`src/rtl/countdown_timer_fsm_pkg.sv`:
```
// countdown_timer_fsm_pkg: state encoding, BCD limits/offsets and preset clamp shared by the timer core
package countdown_timer_fsm_pkg;
  typedef enum logic [1:0] {IDLE, RUN, PAUSE, DONE} state_t;
  localparam logic [3:0] SEC_TENS_MAX = 4'd5;
  localparam logic [3:0] DIGIT_MAX = 4'd9;
  localparam int SEC_ONES_LSB = 0;
  localparam int SEC_TENS_LSB = 4;
  localparam int MIN_ONES_LSB = 8;
  localparam int MIN_TENS_LSB = 12;
  function automatic logic [15:0] clamp_bcd(input logic [15:0] p);
    logic [3:0] mt, mo, st, so;
    mt = p[MIN_TENS_LSB+:4];
    mo = p[MIN_ONES_LSB+:4];
    st = p[SEC_TENS_LSB+:4];
    so = p[SEC_ONES_LSB+:4];
    return {mt > DIGIT_MAX ? DIGIT_MAX : mt, mo > DIGIT_MAX ? DIGIT_MAX : mo,
            st > SEC_TENS_MAX ? SEC_TENS_MAX : st, so > DIGIT_MAX ? DIGIT_MAX : so};
  endfunction
endpackage

```
`src/rtl/countdown_timer_fsm_if.sv`:
```
// countdown_timer_fsm_if: control pulses, preset and display outputs of the timer core
interface countdown_timer_fsm_if;
  import countdown_timer_fsm_pkg::*;
  logic load, start_stop, clear, running, alarm;
  logic [15:0] preset, digits;
  modport master(output load, start_stop, clear, preset, input digits, running, alarm);
  modport slave(input load, start_stop, clear, preset, output digits, running, alarm);
endinterface

```
`src/rtl/countdown_timer_fsm_tick_sync_edge.sv`:
```
// tick_sync_edge: synchronise an async level and emit a 1-cycle pulse on each rising edge
module tick_sync_edge #(
  parameter int STAGES = 2
) (
  input  logic clk,
  input  logic rst_n,
  input  logic d,
  output logic pulse
);
  logic [STAGES-1:0] sync;
  logic edge_q;
  always_ff @(posedge clk or negedge rst_n)
    if (!rst_n) begin
      sync <= '0;
      edge_q <= 1'b0;
    end else begin
      sync <= {sync[STAGES-2:0], d};
      edge_q <= sync[STAGES-1];
    end
  assign pulse = sync[STAGES-1] & ~edge_q;
endmodule

```
`src/rtl/countdown_timer_fsm.sv`:
```
// countdown_timer_fsm: MM:SS BCD kitchen-timer core counting down on synchronised sec_clk edges
module countdown_timer_fsm
  import countdown_timer_fsm_pkg::*;
#(
  parameter int SYNC_STAGES = 2,
  parameter int ALARM_TICKS = 0
) (
  input  logic clk,
  input  logic rst_n,
  input  logic sec_clk,
  countdown_timer_fsm_if.slave bus
);
  localparam int AW = ALARM_TICKS > 1 ? $clog2(ALARM_TICKS) : 1;
  state_t state;
  logic [15:0] digits, dec;
  logic [AW-1:0] acnt;
  logic running, alarm, tick, b1, b2, b3;
  tick_sync_edge #(.STAGES(SYNC_STAGES)) u_sync (.clk(clk), .rst_n(rst_n), .d(sec_clk), .pulse(tick));
  always_comb begin
    b1 = digits[3:0] == 4'd0;
    b2 = b1 && digits[7:4] == 4'd0;
    b3 = b2 && digits[11:8] == 4'd0;
    dec[3:0] = b1 ? DIGIT_MAX : digits[3:0] - 4'd1;
    dec[7:4] = b1 ? (digits[7:4] == 4'd0 ? SEC_TENS_MAX : digits[7:4] - 4'd1) : digits[7:4];
    dec[11:8] = b2 ? (digits[11:8] == 4'd0 ? DIGIT_MAX : digits[11:8] - 4'd1) : digits[11:8];
    dec[15:12] = b3 ? (digits[15:12] == 4'd0 ? DIGIT_MAX : digits[15:12] - 4'd1) : digits[15:12];
  end
  always_ff @(posedge clk or negedge rst_n)
    if (!rst_n) begin
      state <= IDLE;
      digits <= '0;
      running <= 1'b0;
      alarm <= 1'b0;
      acnt <= '0;
    end else if (bus.clear) begin
      state <= IDLE;
      digits <= '0;
      running <= 1'b0;
      alarm <= 1'b0;
      acnt <= '0;
    end else
      case (state)
        IDLE, PAUSE:
          if (bus.load) digits <= clamp_bcd(bus.preset);
          else if (bus.start_stop) begin
            state <= digits != 16'h0 ? RUN : DONE;
            running <= digits != 16'h0;
            alarm <= digits == 16'h0;
            acnt <= '0;
          end
        RUN:
          if (bus.start_stop) begin
            state <= PAUSE;
            running <= 1'b0;
          end else if (tick) begin
            digits <= dec;
            // reaching 00:00 alarms on the same edge, so a decrement from 00:00 never happens
            if (dec == 16'h0) begin
              state <= DONE;
              running <= 1'b0;
              alarm <= 1'b1;
              acnt <= '0;
            end
          end
        DONE:
          if (bus.load || bus.start_stop) begin
            state <= IDLE;
            alarm <= 1'b0;
            if (bus.load) digits <= clamp_bcd(bus.preset);
          end else if (tick && ALARM_TICKS > 0) begin
            if (int'(acnt) == ALARM_TICKS - 1) begin
              state <= IDLE;
              alarm <= 1'b0;
              acnt <= '0;
            end else acnt <= acnt + 1'b1;
          end
      endcase
  assign bus.digits = digits;
  assign bus.running = running;
  assign bus.alarm = alarm;
endmodule
```
`src/flat_wrapper.sv`:
```
// flat-port wrapper written by rule: the top's interface ports become plain ports
module countdown_timer_fsm_flat import countdown_timer_fsm_pkg::*;
#(
  parameter int SYNC_STAGES = 2,
  parameter int ALARM_TICKS = 0
)
  (clk, rst_n, sec_clk, bus_load, bus_start_stop, bus_clear, bus_preset, bus_digits, bus_running, bus_alarm);
  countdown_timer_fsm_if bus_i ();
  input  logic clk;
  input  logic rst_n;
  input  logic sec_clk;
  input wire logic [$bits(bus_i.load)-1:0] bus_load;
  input wire logic [$bits(bus_i.start_stop)-1:0] bus_start_stop;
  input wire logic [$bits(bus_i.clear)-1:0] bus_clear;
  input wire logic [$bits(bus_i.preset)-1:0] bus_preset;
  output wire logic [$bits(bus_i.digits)-1:0] bus_digits;
  output wire logic [$bits(bus_i.running)-1:0] bus_running;
  output wire logic [$bits(bus_i.alarm)-1:0] bus_alarm;
  assign bus_i.load = bus_load;
  assign bus_i.start_stop = bus_start_stop;
  assign bus_i.clear = bus_clear;
  assign bus_i.preset = bus_preset;
  assign bus_digits = bus_i.digits;
  assign bus_running = bus_i.running;
  assign bus_alarm = bus_i.alarm;
  countdown_timer_fsm #(.SYNC_STAGES(SYNC_STAGES), .ALARM_TICKS(ALARM_TICKS)) u_core (.clk(clk), .rst_n(rst_n), .sec_clk(sec_clk), .bus(bus_i));
endmodule
```
`config.mk`:
```
export PLATFORM = sky130hd
export DESIGN_NAME = countdown_timer_fsm_flat
export DESIGN_NICKNAME = d
export VERILOG_FILES = /design/src/rtl/countdown_timer_fsm_pkg.sv /design/src/rtl/countdown_timer_fsm_if.sv /design/src/rtl/countdown_timer_fsm_tick_sync_edge.sv /design/src/rtl/countdown_timer_fsm.sv /design/src/flat_wrapper.sv
export SDC_FILE = /design/constraint.sdc
export NUM_CORES = 1
export LEC_CHECK = 0
export ABC_AREA = 1
export CAP_MARGIN = 15
export CORE_MARGIN = 5
export CORE_UTILIZATION = 40
export DETAILED_ROUTE_END_ITERATION = 10
export PLACE_DENSITY_LB_ADDON = 0.08
export SLEW_MARGIN = 20
export SYNTH_ARGS = -nofsm -noshare
export SYNTH_HDL_FRONTEND = slang
export SYNTH_SLANG_ARGS = --single-unit
```
`constraint.sdc`:
```
create_clock -name clk -period 3.7 [get_ports clk]
set_input_delay 0.74 -clock clk [delete_from_list [all_inputs] [get_ports clk]]
set_output_delay 0.74 -clock clk [all_outputs]
set_load 0.01 [all_outputs]
```
=== Yosys cells after proc, flatten, opt, wreduce, memory -nomap -nowiden ===
Cells that the tools add are included.

* Input bits: 22
* Memories: 0
* Register bits after elaboration: 23
* Bits in read-only memories: 0
* Bits in latches: 0
* Output and inout bits: 18
* Logic and storage cells: 85
* RAM bits: 0

* Divide/modulo/power cells: 0
* Mux-type cells: 41
* $lt $le $gt $ge: 4
* Reduce and logical (&&, ||, !) cells: 17
* Multipliers: 0
* Add/subtract/negate cells: 4
* Shifts and indexed selects: 0
* Bitwise logic cells: 2
* Equal/unequal tests: 11

{| class="wikitable"
|+ Operators with widths
! operator !! count
|-
| 2-to-1 mux 16 bit || 5
|-
| case mux 16 bit (3 select lines) || 1
|-
| 2-to-1 mux 4 bit || 11
|-
| logical NOT 16 bit || 2
|-
| logical NOT 4 bit || 4
|-
| 2-to-1 mux 2 bit || 8
|-
| nonzero test 16 bit || 1
|-
| subtractor 4 x 1 -> 4 bit, second input constant || 4
|-
| 2-to-1 mux 1 bit || 13
|-
| > comparator 4 bit, second input constant || 3
|-
| AND reduction 5 bit || 2
|-
| != test 3 x 2 -> 1 bit, second input constant || 3
|-
| != test 3 bit, second input constant || 3
|-
| != test 4 x 3 -> 1 bit, second input constant || 2
|-
| case mux 2 bit (3 select lines) || 1
|-
| AND reduction 6 bit || 1
|-
| equality test 2 bit, second input constant || 2
|-
| > comparator 4 x 3 -> 1 bit, second input constant || 1
|-
| case mux 1 bit (3 select lines) || 1
|-
| AND reduction 3 bit || 1
|-
| nonzero test 3 bit || 1
|-
| equality test 2 x 1 -> 1 bit, second input constant || 1
|-
| logical AND 1 bit || 2
|-
| logical NOT 2 bit || 1
|-
| 5 further kinds || 5
|}

=== Logic depth before layout (Yosys ltp) ===
* Depth after elaboration: 10
* Depth in mapped cells: 17
* Gate-level depth less buffers: 17

=== Cells and area by module ===
Synthesis repeated with hierarchy kept, for this count alone.

* Cell total of the unflattened synthesis: 216
* Area total of the unflattened synthesis: 1569.0 µm²

{| class="wikitable"
|+ By module, submodules not included
! module !! area each (µm²) !! seq. area each (µm²) !! times used !! cells an instance
|-
| countdown_timer_fsm || 1483.9 || 500.5 || 1 || 211
|-
| tick_sync_edge || 85.1 || 75.1 || 1 || 5
|}

=== Worst setup path before layout ===
Ideal clock, no wire load.

* Path kind: reg2reg
* Start point: register u_core.digits[0] (netlist: u_core.bus.digits[0])
* End point: register u_core.state[1]
* Setup time: 0.117 ns
* Stages on the path, launching flop included: 16
* Path buffers: 0
* Required time: 3.583 ns
* Clock period less this slack: 1.890 ns
* Path slack: 1.810 ns
* Arrival time: 1.774 ns
* Cells stage by stage: dfrtp_1 inv_1 ha_1 nand2_4 nor2_8 nand2_4 nand2_2 nand2_2 nor2_2 nand2_1 nor2_1 nand4_1 nand2_2 nand2_1 nand2_1 nand2_1

* Cells in the longest elaborated chain, start to end: 7
* Elaborated cells on any way between the ends: 17
* Those cells by class: add/sub: 1; eq/ne: 1; mux: 9; reduce/logical: 6

{| class="wikitable"
|+ RTL lines
! item !! RTL line !! RTL
|-
| start, declared || countdown_timer_fsm.sv:15 || <nowiki>logic [15:0] digits, dec;</nowiki>
|-
| start signal, assigned || countdown_timer_fsm.sv:44 || <nowiki>if (bus.load) digits <= clamp_bcd(bus.preset);</nowiki>
|-
| start signal, assigned || countdown_timer_fsm.sv:69 || <nowiki>if (bus.load) digits <= clamp_bcd(bus.preset);</nowiki>
|-
| branches (longest 7 deep; another with subtractor 4 x 1 -> 4 bit) || -- ||
|-
| end signal, assigned || countdown_timer_fsm.sv:46 || <nowiki>state <= digits != 16'h0 ? RUN : DONE;</nowiki>
|-
| end, declared || countdown_timer_fsm.sv:14 || <nowiki>state_t state;</nowiki>
|}

Parallel ways; which one is timed is not known. The select of a mux whose other input is x is not followed.
A chain may end at the register's enable or synchronous reset.

=== Worst setup path after layout ===
* Start point: input bus_clear
* End point: register u_core.digits[12] (netlist: u_core.bus.digits[12])

* Cells in the longest elaborated chain, start to end: 2
* Elaborated cells on any way between the ends: 5
* Those cells by class: eq/ne: 3; mux: 1; reduce/logical: 1

{| class="wikitable"
|+ RTL lines
! item !! RTL line !! RTL
|-
| start, declared || flat_wrapper.sv:14 || <nowiki>input wire logic [$bits(bus_i.clear)-1:0] bus_clear;</nowiki>
|-
| != test 3 x 2 -> 1 bit (no line) / != test 3 bit (equally long branches) || -- ||
|-
| AND reduction 3 bit (no line) || -- ||
|}

Parallel ways exist; a longest one is shown, timed or not.

==> impl_results.md <==
- Status: completed
- Setup TNS: 0 ns
- Final Skew: about 0.0068 ns
- Final ANT Viol Nets: 0
- GPL Wtd Cong: slightly below 0.9
- DRT Wirelength: between 4000 and 5000 um
- Crit-path cells: clkdlybuf4s50_1 > inv_1 > nand2_2 > a21oi_2 > a21oi_4 > nand2_1 > a21oi_1 > o21ai_0 > o21ai_0
- Non-filler cells, final: about 350
- Top post-synthesis cells by area: dfrtp_1, nand2_1, inv_1
- Mapped cell area: 0.00175 mm^2
- H-tree Lvls: 1
- PostCTS Resize Cnt: 0
- Global-route wire length before repair: roughly 8500 um
- Fin crit period: between 2 and 2.5 ns
- Number of setup buffers added after CTS: 0
- Critical Path Start Type: primary input
- Cells after synthesis: ~260
- Pwr Total: ~1.8 mW
- Vias: between 1,500 and 2,000
- Std-Cell Rows: 24
- Worst-path clk slew: ~0.090 ns
- Fin. max-slew vios: 0
- Yosys warns: 0
- Via density: around 5.1
- Critical path's top delay family: compound AO/OA/AOI/OAI gates
- Hold-fix buffers, CTS: 0
- CP Data Required Time: 3.89 ns
- Setup Viol. Count Final: 0
- Core Area: roughly 0.0043 mm^2
- Final Cycle Share: 0.652
- Pleak: 1.08 nW
- Yosys top cell by area: dfrtp_1
- Num ports: 40
- Worst path buffer plus inverter count: 2
- Syn avg cell area: 6.86 um^2
- Dpl cells: 345
- Net count, final: approximately 320
- Clock Path Buffers: 2
- Die height: about 76 um
- Critical Path AT: between 2 and 3 ns
- Die ar.: slightly below 0.006 mm^2
- Drt first-iter violations: 70
- TritonCTS Sinks: 23
- Fillers: approximately 430
- CTS Root Cell: clkbuf_8
- WS Path Type: in -> reg
- Hold slack: approximately 0.37 ns
- Worst rel slew slack: 0.625
- Worst path max stage delay: 0.57 ns
- Net Count, Synth: approximately 280
- Count of different cell masters after synthesis: 33
- Share of Yosys cell area claimed by the top area cell type: 0.329
- Critical-path maximum fanout: 18
- Die W: 76.1 um
- Most used cell, CP: o21ai_0
- Synth Register Bits: 23
- Fmax: 414 MHz
- IO Port Bufs: 39
- Peak supply drop: ~0.0003 V
- Worst skew pair latency: 0.27 ns
- Final hold violations: 0
- Max-cap viol count: 0
- Least-Margin Pin Slew: roughly 0.56 ns
- Sequential cell area fraction in the yosys report: 0.329
- RSZ-0062 raised after global routing: false
- GRT Total Usage: 0.173
- Total grt overflow: 0
- CP endpoint kind: flip-flop
- Largest net degree at the start of global routing: 24
- Initial Utilization: 0.407
- Layout area overhead: 28.2%
- Share of cells above drive strength 1: 0.108
- Vias in the first global route: between 1,500 and 2,000
- PD cells: between 800 and 900 mW/mm^2
- Place WS: between 0.9 and 1 ns
- TritonRoute pass-1 iters: 4
- Hold crit path type: reg -> reg
- CTS tree: yes
- Final worst-path setup slack: 1.29 ns
- Num CTS Buffers: 3
- WL/cell: approximately 14 um
- Initial antenna violation count: 0
- Inserted Diodes: 0
- Slowest library cell on the worst path: clkdlybuf4s50_1
- Drt drc: 0
- Dpl hpwl: about 3800 um
## layout make-up
class / instances / area (um^2) / share of cell area
clock inverters: 1 / 5.00 / 0.00223
flip-flops and latches: 23 / 576 / 0.257
multi-input cells: 192 / 1020 / 0.456
repair buffers: 39 / 385 / 0.172
clock buffers: 3 / 41.3 / 0.0184
well taps: 52 / 65.1 / 0.0290
inverters: 39 / 148 / 0.0658
## cells in the mapped netlist (all sizes together)
| cell | number |
|---|---|
| o32ai | 1 |
| o21ai | 21 |
| dfrtp | 23 |
| clkbuf | 1 |
| a31oi | 5 |
| nor4 | 1 |
| a311oi | 1 |
| o31ai | 1 |
| inv | 38 |
| nand2 | 74 |
| ha | 2 |
| a41oi | 1 |
| a21oi | 10 |
| nor3 | 5 |
| nand3 | 23 |
| xor2 | 1 |
| nand3b | 1 |
| o22ai | 2 |
| o41ai | 1 |
| nor2 | 33 |
| clkinv | 1 |
| nand4 | 4 |
| a22oi | 5 |
## worst paths after layout
| kind | from | endpoint | slack (ns) | cells past startpoint |
|---|---|---|---|---|
| min | u_core.u_sync.sync[0]$_DFF_PN0_ | u_core.u_sync.sync[1]$_DFF_PN0_ | 0.37 | 0 |
| max reg2reg | u_core.bus.digits[0]$_DFFE_PN0P_ | u_core.state[1]$_DFFE_PN0P_ | 1.53 | 13 |
| max | bus_clear | u_core.bus.digits[12]$_DFFE_PN0P_ | 1.29 | 9 |
| max in group asynchronous | rst_n | u_core.bus.digits[10]$_DFFE_PN0P_ | 2.87 | 1 |
| min reg2reg | u_core.u_sync.sync[0]$_DFF_PN0_ | u_core.u_sync.sync[1]$_DFF_PN0_ | 0.37 | 0 |
| min in group asynchronous | rst_n | u_core.bus.digits[0]$_DFFE_PN0P_ | 0.46 | 1 |
## kinds of logic after synthesis
kind of cell / synth area share
simple gates: 0.387
compound gates: 0.178
flops: 0.329
buf+inv: 0.0865
fa+ha+maj: 0.0143
xor+xnor: 0.00501
## power breakdown
group	switching, mW	internal, mW	leakage (nW)
sequential	0.120	0.347	0.292
clock	0.0869	0.0753	0.0255
combinational	0.723	0.464	0.761
## worst register-to-register path, cell delays in order (launching register included)
cell     delay [ns]
dfrtp_1        0.42
inv_1          0.12
ha_1           0.29
nand2_4        0.12
nor2_8         0.20
nand2_4        0.08
nand2_1        0.11
nand2_1        0.07
nor3_1         0.20
nand4_1        0.16
nand2_2        0.11
nand2_1        0.07
nand2_1        0.07
nand2_1        0.05
## metrics by stage
step                 util  cell area [um^2]
floorplan               -              1750
global placement    0.513              2200
detailed placement  0.513              2200
CTS                 0.523              2250
global route        0.522              2240
finish              0.522              2240
## registers in the layout, summed over array words and instances (netlist names)
register and flops:
u_core.bus.digits 16, u_core.bus.alarm 1, u_core.u_sync.edge_q 1, u_core.bus.running 1, u_core.u_sync.sync 2, u_core.state 2
## cells in the final DEF (no fill, tap or decap), types with 5 or more instances in the layout
cell type / instances
inv_1: 34
a22oi_1: 5
clkdlybuf4s50_1: 38
nor2_1: 26
o21ai_0: 20
nand3_1: 21
nand2_2: 8
nor3_1: 5
nand2_1: 64
dfrtp_1: 23
a31oi_1: 5
a21oi_1: 8
## layer usage
metal / track usage / share of wire / vias up
met4: 0.0472 / 0.011 / 0
met3: 0.0378 / 0.066 / 6
met2: 0.283 / 0.47 / 57
met5: 0 / 0 / -
met1: 0.229 / 0.45 / 808
li1: - / - / 926
Power figures use the tool's default switching activity.
